--- src/rtl/muldiv_issue_ctrl.sv ---
// Issue/scoreboard/write-back arbiter for a shared multi-cycle MUL/DIV unit beside EXE.
// Define MD_PERF_CNT_EN to add the perf_md_ops / perf_md_stall counters.
module muldiv_issue_ctrl #(
    parameter int STARVE_LIMIT = 4,
    parameter int XLEN         = 32
) (
    input  logic            clk,
    input  logic            rst_n,
    input  logic            md_op_ID,
    input  logic            rs1use_ID,
    input  logic            rs2use_ID,
    input  logic            RegWrite_ID,
    input  logic [4:0]      rs1_ID,
    input  logic [4:0]      rs2_ID,
    input  logic [4:0]      rd_ID,
    input  logic            md_issue_EXE,
    input  logic [4:0]      rd_EXE,
    input  logic            flush_EXE,
    input  logic            RegWrite_WB,
    input  logic [4:0]      rd_WB,
    input  logic            md_done,
    input  logic [XLEN-1:0] md_result,
    output logic            md_start,
    output logic            stall_ID,
    output logic            force_wb,
    output logic            md_wb_en,
    output logic [4:0]      md_wb_rd,
    output logic [XLEN-1:0] md_wb_data,
`ifdef MD_PERF_CNT_EN
    output logic [31:0]     perf_md_ops,
    output logic [31:0]     perf_md_stall,
`endif
    output logic            md_busy
);
    typedef enum logic [1:0] {IDLE, BUSY, WAIT_WB} state_t;

    localparam int CW = $clog2(STARVE_LIMIT + 2);
    localparam logic [CW-1:0] LIM = CW'(STARVE_LIMIT);

    state_t            state, state_nxt;
    logic              pend_valid;
    logic [4:0]        pend_rd;
    logic [XLEN-1:0]   result_q;
    logic [CW-1:0]     starve_cnt;
    logic              issue, slot_free, grant, start_c;
    logic              raw, waw, structural;

    assign issue     = md_issue_EXE && !flush_EXE;
    assign slot_free = !RegWrite_WB || (rd_WB == 5'd0);
    assign grant     = (state == WAIT_WB) && (slot_free || (starve_cnt == LIM));

    always_comb begin
        state_nxt = state;
        start_c   = 1'b0;
        case (state)
            IDLE: if (issue) begin
                start_c   = 1'b1;
                state_nxt = BUSY;
            end
            BUSY: if (md_done) state_nxt = WAIT_WB;
            WAIT_WB: if (grant) begin
                if (issue) begin
                    start_c   = 1'b1;
                    state_nxt = BUSY;
                end else begin
                    state_nxt = IDLE;
                end
            end
            default: state_nxt = IDLE;
        endcase
    end

    assign md_start   = start_c && rst_n;
    assign md_busy    = (state != IDLE);
    assign md_wb_en   = grant && (pend_rd != 5'd0);
    assign md_wb_rd   = md_wb_en ? pend_rd : 5'd0;
    assign md_wb_data = md_wb_en ? result_q : '0;
    assign force_wb   = grant && !slot_free;

    assign raw = pend_valid && (state != IDLE) &&
                 ((rs1use_ID && rs1_ID == pend_rd) || (rs2use_ID && rs2_ID == pend_rd));
    assign waw = pend_valid && RegWrite_ID && (rd_ID == pend_rd) && (rd_ID != 5'd0);
    // The unit is considered free in its grant cycle so a waiting MD op in ID can advance.
    assign structural = md_op_ID && (((state != IDLE) && !grant) || issue);
    // Write-first register file: ID already sees the value in the md_wb_en cycle.
    assign stall_ID = rst_n && (((raw || waw) && !md_wb_en) || structural);

    always_ff @(posedge clk or negedge rst_n) begin
        if (!rst_n) begin
            state      <= IDLE;
            pend_valid <= 1'b0;
            pend_rd    <= 5'd0;
            result_q   <= '0;
            starve_cnt <= '0;
        end else begin
            state <= state_nxt;
            if (start_c) begin
                pend_rd    <= rd_EXE;
                pend_valid <= (rd_EXE != 5'd0);
            end else if (grant) begin
                pend_valid <= 1'b0;
            end
            if (state == BUSY && md_done) begin
                result_q   <= md_result;
                starve_cnt <= '0;
            end else if (state == WAIT_WB && !grant && starve_cnt != LIM) begin
                starve_cnt <= starve_cnt + 1'b1;
            end
        end
    end

`ifdef MD_PERF_CNT_EN
    always_ff @(posedge clk or negedge rst_n) begin
        if (!rst_n) begin
            perf_md_ops   <= 32'd0;
            perf_md_stall <= 32'd0;
        end else begin
            if (md_start)             perf_md_ops   <= perf_md_ops + 32'd1;
            if (stall_ID || force_wb) perf_md_stall <= perf_md_stall + 32'd1;
        end
    end
`endif
endmodule

--- config.mk ---
export PLATFORM = sky130hd
export DESIGN_NAME = muldiv_issue_ctrl
export DESIGN_NICKNAME = d
export VERILOG_FILES = /design/src/rtl/muldiv_issue_ctrl.sv
export SDC_FILE = /design/constraint.sdc
export NUM_CORES = 1
export LEC_CHECK = 0
export ABC_AREA = 1
export BUFFER_PORTS_ARGS = -buffer_cell sky130_fd_sc_hd__buf_2
export CAP_MARGIN = 20
export CORE_MARGIN = 2
export CORE_UTILIZATION = 43
export DETAILED_ROUTE_END_ITERATION = 10
export PLACE_DENSITY = 0.77
export SLEW_MARGIN = 20
export SYNTH_ARGS = -nofsm -noshare
export SYNTH_HDL_FRONTEND = slang
export SYNTH_SLANG_ARGS = --single-unit
export TNS_END_PERCENT = 30
--- constraint.sdc ---
create_clock -name clk -period 1.5 [get_ports clk]
set_input_delay 0.225 -clock clk [delete_from_list [all_inputs] [get_ports clk]]
set_output_delay 0.225 -clock clk [all_outputs]
set_load 0.005 [all_outputs]
[Word-level counts from Yosys, hierarchy flattened]
Index checks and enable logic that the tools add are counted.
Storage, ports and cells
  ROM bits: 0
  bits in writable memories: 0
  flip-flop bits (word level): 43
  memories: 0
  latch bits: 0
Operators by class
  $add $sub $neg: 1
  $mul: 0
  muxes and demuxes: 14
  shift-type cells: 0
  reductions and logical operators: 39
  equal/unequal tests: 10
  bitwise logic cells: 0
  div/mod/pow operators: 0
  order comparisons: 0
Operators by type and width (number)
  $mux 32: 1
  $logic_and 1x1->1: 19
  $eq 5x5->1: 3
  $reduce_bool 5->1: 3
  $logic_or 1x1->1: 6
  $mux 2: 3
  $mux 3: 2
  $ne 2x2->1 const B: 3
  $pmux 2 s3: 1
  $reduce_bool 2->1: 3
  $logic_not 1->1: 5
  $logic_not 5->1: 1
  $mux 1: 5
  $mux 5: 1
  $add 3x1->3 const B: 1
  $eq 3x3->1 const B: 1
  $ne 3x3->1 const B: 1
  $reduce_and 3->1: 1
  $eq 2x1->1 const B: 1
  $eq 2x2->1 const B: 1
  $logic_not 2->1: 1
  $pmux 1 s2: 1

[Depth between registers and ports, before layout]
  depth in word-level cells: 10
  mapped depth: 10

[Worst setup path after synthesis]
Ideal clock, no wire load.
  path kind: register -> output
  start: register starve_cnt[0]
  end: output md_wb_en
  cell stages (with the launch flop): 11
  buffers on the path: 2
  arrival time: 1304 ps
  setup slack: -29 ps
  path through: dfrtp_1 > inv_1 > ha_1 > nand2_1 > nand3_2 > nand2_4 > clkinv_2 > o21ai_2 > buf_6 > buf_12 > inv_2
Between the ends
  word-level cells in the longest chain between the ends: 4
Ends and longest elaborated chain
  start: declaration: RTL line 44  | logic [CW-1:0] starve_cnt;
  start signal: assignment: RTL line 107  | starve_cnt <= starve_cnt + 1'b1;
  $eq 3x3->1: RTL line 50  | assign grant = (state == WAIT_WB) && (slot_free || (starve_cnt == LIM));
  $logic_or 1x1->1: RTL line 50
  $logic_and 1x1->1: RTL line 50
  $logic_and 1x1->1: RTL line 75  | assign md_wb_en = grant && (pend_rd != 5'd0);
  end: declaration: RTL line 26  | output logic md_wb_en,
No other way between the ends.

[Worst setup path in the final report]
  start: register starve_cnt[1]
  end: output md_wb_data[10]
Between the ends
  word-level cells in the longest chain between the ends: 5
Ends and longest elaborated chain
  $eq 3x3->1: RTL line 50
  $logic_or 1x1->1: RTL line 50
  $logic_and 1x1->1: RTL line 50
  $logic_and 1x1->1: RTL line 75
  $mux 32: RTL line 77  | assign md_wb_data = md_wb_en ? result_q : '0;
  end: declaration: RTL line 28  | output logic [XLEN-1:0] md_wb_data,
No other way between the ends.

==> results.txt <==
Worst r2r path cells - 11
Count leader, synth - nand2_1
Mean area per synthesized cell - 7.70 um^2
Adder-Cell Fraction of Synth Area - 1.01%
Outcome - finished, violations left
Post-synthesis simple-gate area fraction - 31.1%
Post-synthesis sequential area ratio - 43.4%
Power Density - 1360 nW/um^2
Share of layout cells above drive strength 1 - 43.9%
Final worst path period share - 129%
Crit Path Class - reg -> out
Iter 0 DRT Violations - 78
Post-synth top cells - nand2_1 (81), inv_1 (59), dfrtp_1 (43)
Final Instance Area - 3540 um^2
Critical path data arrival time - 1720 ps
Met3 usage - 4.19%
Crit end category - output port
Placed Area - 3220 um^2
Final critical-path setup slack - -441 ps
Post-synthesis mux area share - 0%
Nets - 524
Distinct cells, synth - 25
Fmax achieved - 515 MHz
Die ar. - 6390 um^2
Vert. Die Dim - 79.9 um
Clock Tree Root - clkbuf_8
R2R Path End - pend_rd[0]
Worst min path class - in -> async
Worst Tran Pin Value - 535 ps
Diode count - 0
Critical Path Max Stage Delay - 390 ps
Placed Instances - 511
Num ports - 109
Failing checks - setup timing
Crit path cell chain - inv_2 -> ha_4 -> nand2_2 -> nand3_2 -> nand2_4 -> clkinv_4 -> o21ai_4 -> buf_12 -> clkbuf_16 -> nor2_1 -> buf_2
Dominant cell type by area after synthesis - dfrtp_1
Ranking of synthesized cells by area - dfrtp_1 (43%), nand2_1 (12%), inv_1 (8.9%)
Worst slack, placed - -127 ps
Cell count after synthesis - 322
Worst Path Max Fanout - 7
Headroom to the max-slew limit - 64.3%
Synth Area in XOR/XNOR - 0.707%
Routed via count - 2436
RSZ-0062 raised after global routing - true
Count of final hold-check violations - 0
Final wirelength - 6.12 mm
Starting Density - 44.7%
GR Layer Usage met2 - 34.8%
Initial antenna violation count - 0
Main synth FF type - dfrtp_1
First-pass GRT wire length - 9.42 mm
Final ANT Viol Nets - 0
Post-synth EDFFs - 0
CTS clk-pin slew, worst paths - 80 ps
Setup TNS - -16570 ps
Clock Latency Late Sink - 290 ps
CP max-delay cell - dfrtp_1
Clock Sink Count - 43
Max Slew Vio Count - 0
Finished Layout Cells - 528
Fraction of registers with async set or reset after synthesis - 100%
Total GRT Usage - 18.8%
Chip Width - 79.9 um
Largest family of logic cells by synthesized area - simple AND/OR/NAND/NOR gates
Number of max-cap violations - 0
DP HPWL - 4.47 mm
M1 GR Usage - 20.8%
Vias in the first global route - 2310
Total core area - 5540 um^2
Final Critical Period - 1940 ps
Setup slack, reg-to-reg - 20 ps
Compound-cell area share of the yosys netlist - 10.4%
Num CTS Buffers - 5
CTS tree - yes
Crit. Startpoint - starve_cnt[1]
Final setup viols - 41
WL per Instance - 11.6 um
DRC viols - 0
Leak pwr - 0.00197 uW
Crit path buf inv count - 5
Seq cells post-synth - 43
Skew final - 3.23 ps
VDD IR max - 718 uV
Worst path top cell family by delay - buffers and inverters
Worst EP required - 1270 ps
Share of the synthesized area in the top cell type - 43.4%
Mapped Area - 2480 um^2
# port buffers - 108
P&R area growth vs syn - 42.7%
Most Crowded Layer GR - met2
Reg-to-reg startpoint - starve_cnt[1]
Final Wtd Congestion - 0.849
Startpoint Class - flip-flop
Site Rows - 27
Drt via density - 4.61
Initial DRT Pass Iterations - 4
GRT Residual Overflow - 0
Largest net degree at the start of global routing - 65
Max Buffers Root-to-Sink - 2
Yosys warns - 0
Syn_nets - 391
# H-tree levels - 2
## registers in the layout, summed over array words and instances (netlist names)
register and flops:
state 2, result_q 32, pend_valid 1, pend_rd 5, starve_cnt 3
## metrics by stage
step,power [uW],hold WS [ps],util (%)
floorplan,3000,-70.6,-
global placement,3570,380,58.1
detailed placement,3650,386,58.1
CTS,4700,62.0,61.4
global route,5180,92.4,63.8
finish,4810,38.5,63.8
## cell usage in the layout, fill, tap and decap left out
master     netlist  routed
a21oi_1          3       2
nand3_4          0       1
clkbuf_16        0       2
clkinv_2         1       2
clkbuf_8         0       6
buf_2            4     108
buf_12           2       4
nor2_2           1      11
nand2_4          1       2
nand3_1          8       8
inv_2            2       5
nand2_1         81      78
nand3b_2         1       1
buf_6            2       3
nand3_2          2       1
a21oi_2          1       2
o21ai_2          5       4
ha_1             2       1
nor2_1          37      25
clkinv_4         0       1
dfrtp_1         43      43
nand2_2          1       3
bufinv_16        0       1
xor2_1           2       2
ha_4             0       1
buf_4            0      20
o21ai_4          0       1
o21ai_1          0       1
nand4_1          3       3
inv_1           59      56
o21ai_0         38      37
nor2_4          19      21
## what timing repair did
action                                  CTS  global route
buffers inserted                          4             3
cloned                                    0             2
hold buffers                              0             0
resized for setup                         8            19
pin swaps                                 1             3
endpoints found under the setup margin   47            47
## cell type report
class	count	area, um^2
timing repair buffer	137	855
clock buffer	6	82.6
inverter	63	243
fill	487	2000
clock inverter	2	35.0
multi-input combinational	205	1150
sequential	43	1080
tap	72	90.1
## kinds of logic (layout without fill, tap and decap cells)
kind of cell    Yosys count  in the layout
simple gates            154            154
buf+inv                  74            208
compound gates           47             47
flops                    43             43
fa+ha+maj                 2              2
xor+xnor                  2              2
## how the worst max path moves through the flow
stage,slack [ps],endpoint,cells past startpoint
2_1_floorplan,2,md_wb_en,10
3_3_place_gp,-100,md_wb_data[31],10
3_5_place_dp,-130,md_wb_data[31],10
4_1_cts,-450,md_wb_data[31],10
5_1_grt,-540,md_wb_data[25],11
6_report,-440,md_wb_data[10],11
## report_power, final
part           internal [uW]  switching [uW]
clock network            539             391
registers               1650             199
logic                    854            1180
## routing by layer
| layer | vias up | part of all wire (%) |
|---|---|---|
| li1 | 1232 | - |
| met1 | 1117 | 40 |
| met2 | 79 | 52 |
| met3 | 8 | 6.2 |
| met4 | 0 | 1.5 |
| met5 | - | 0 |
No activity file was read; power rests on OpenSTA's default activity.
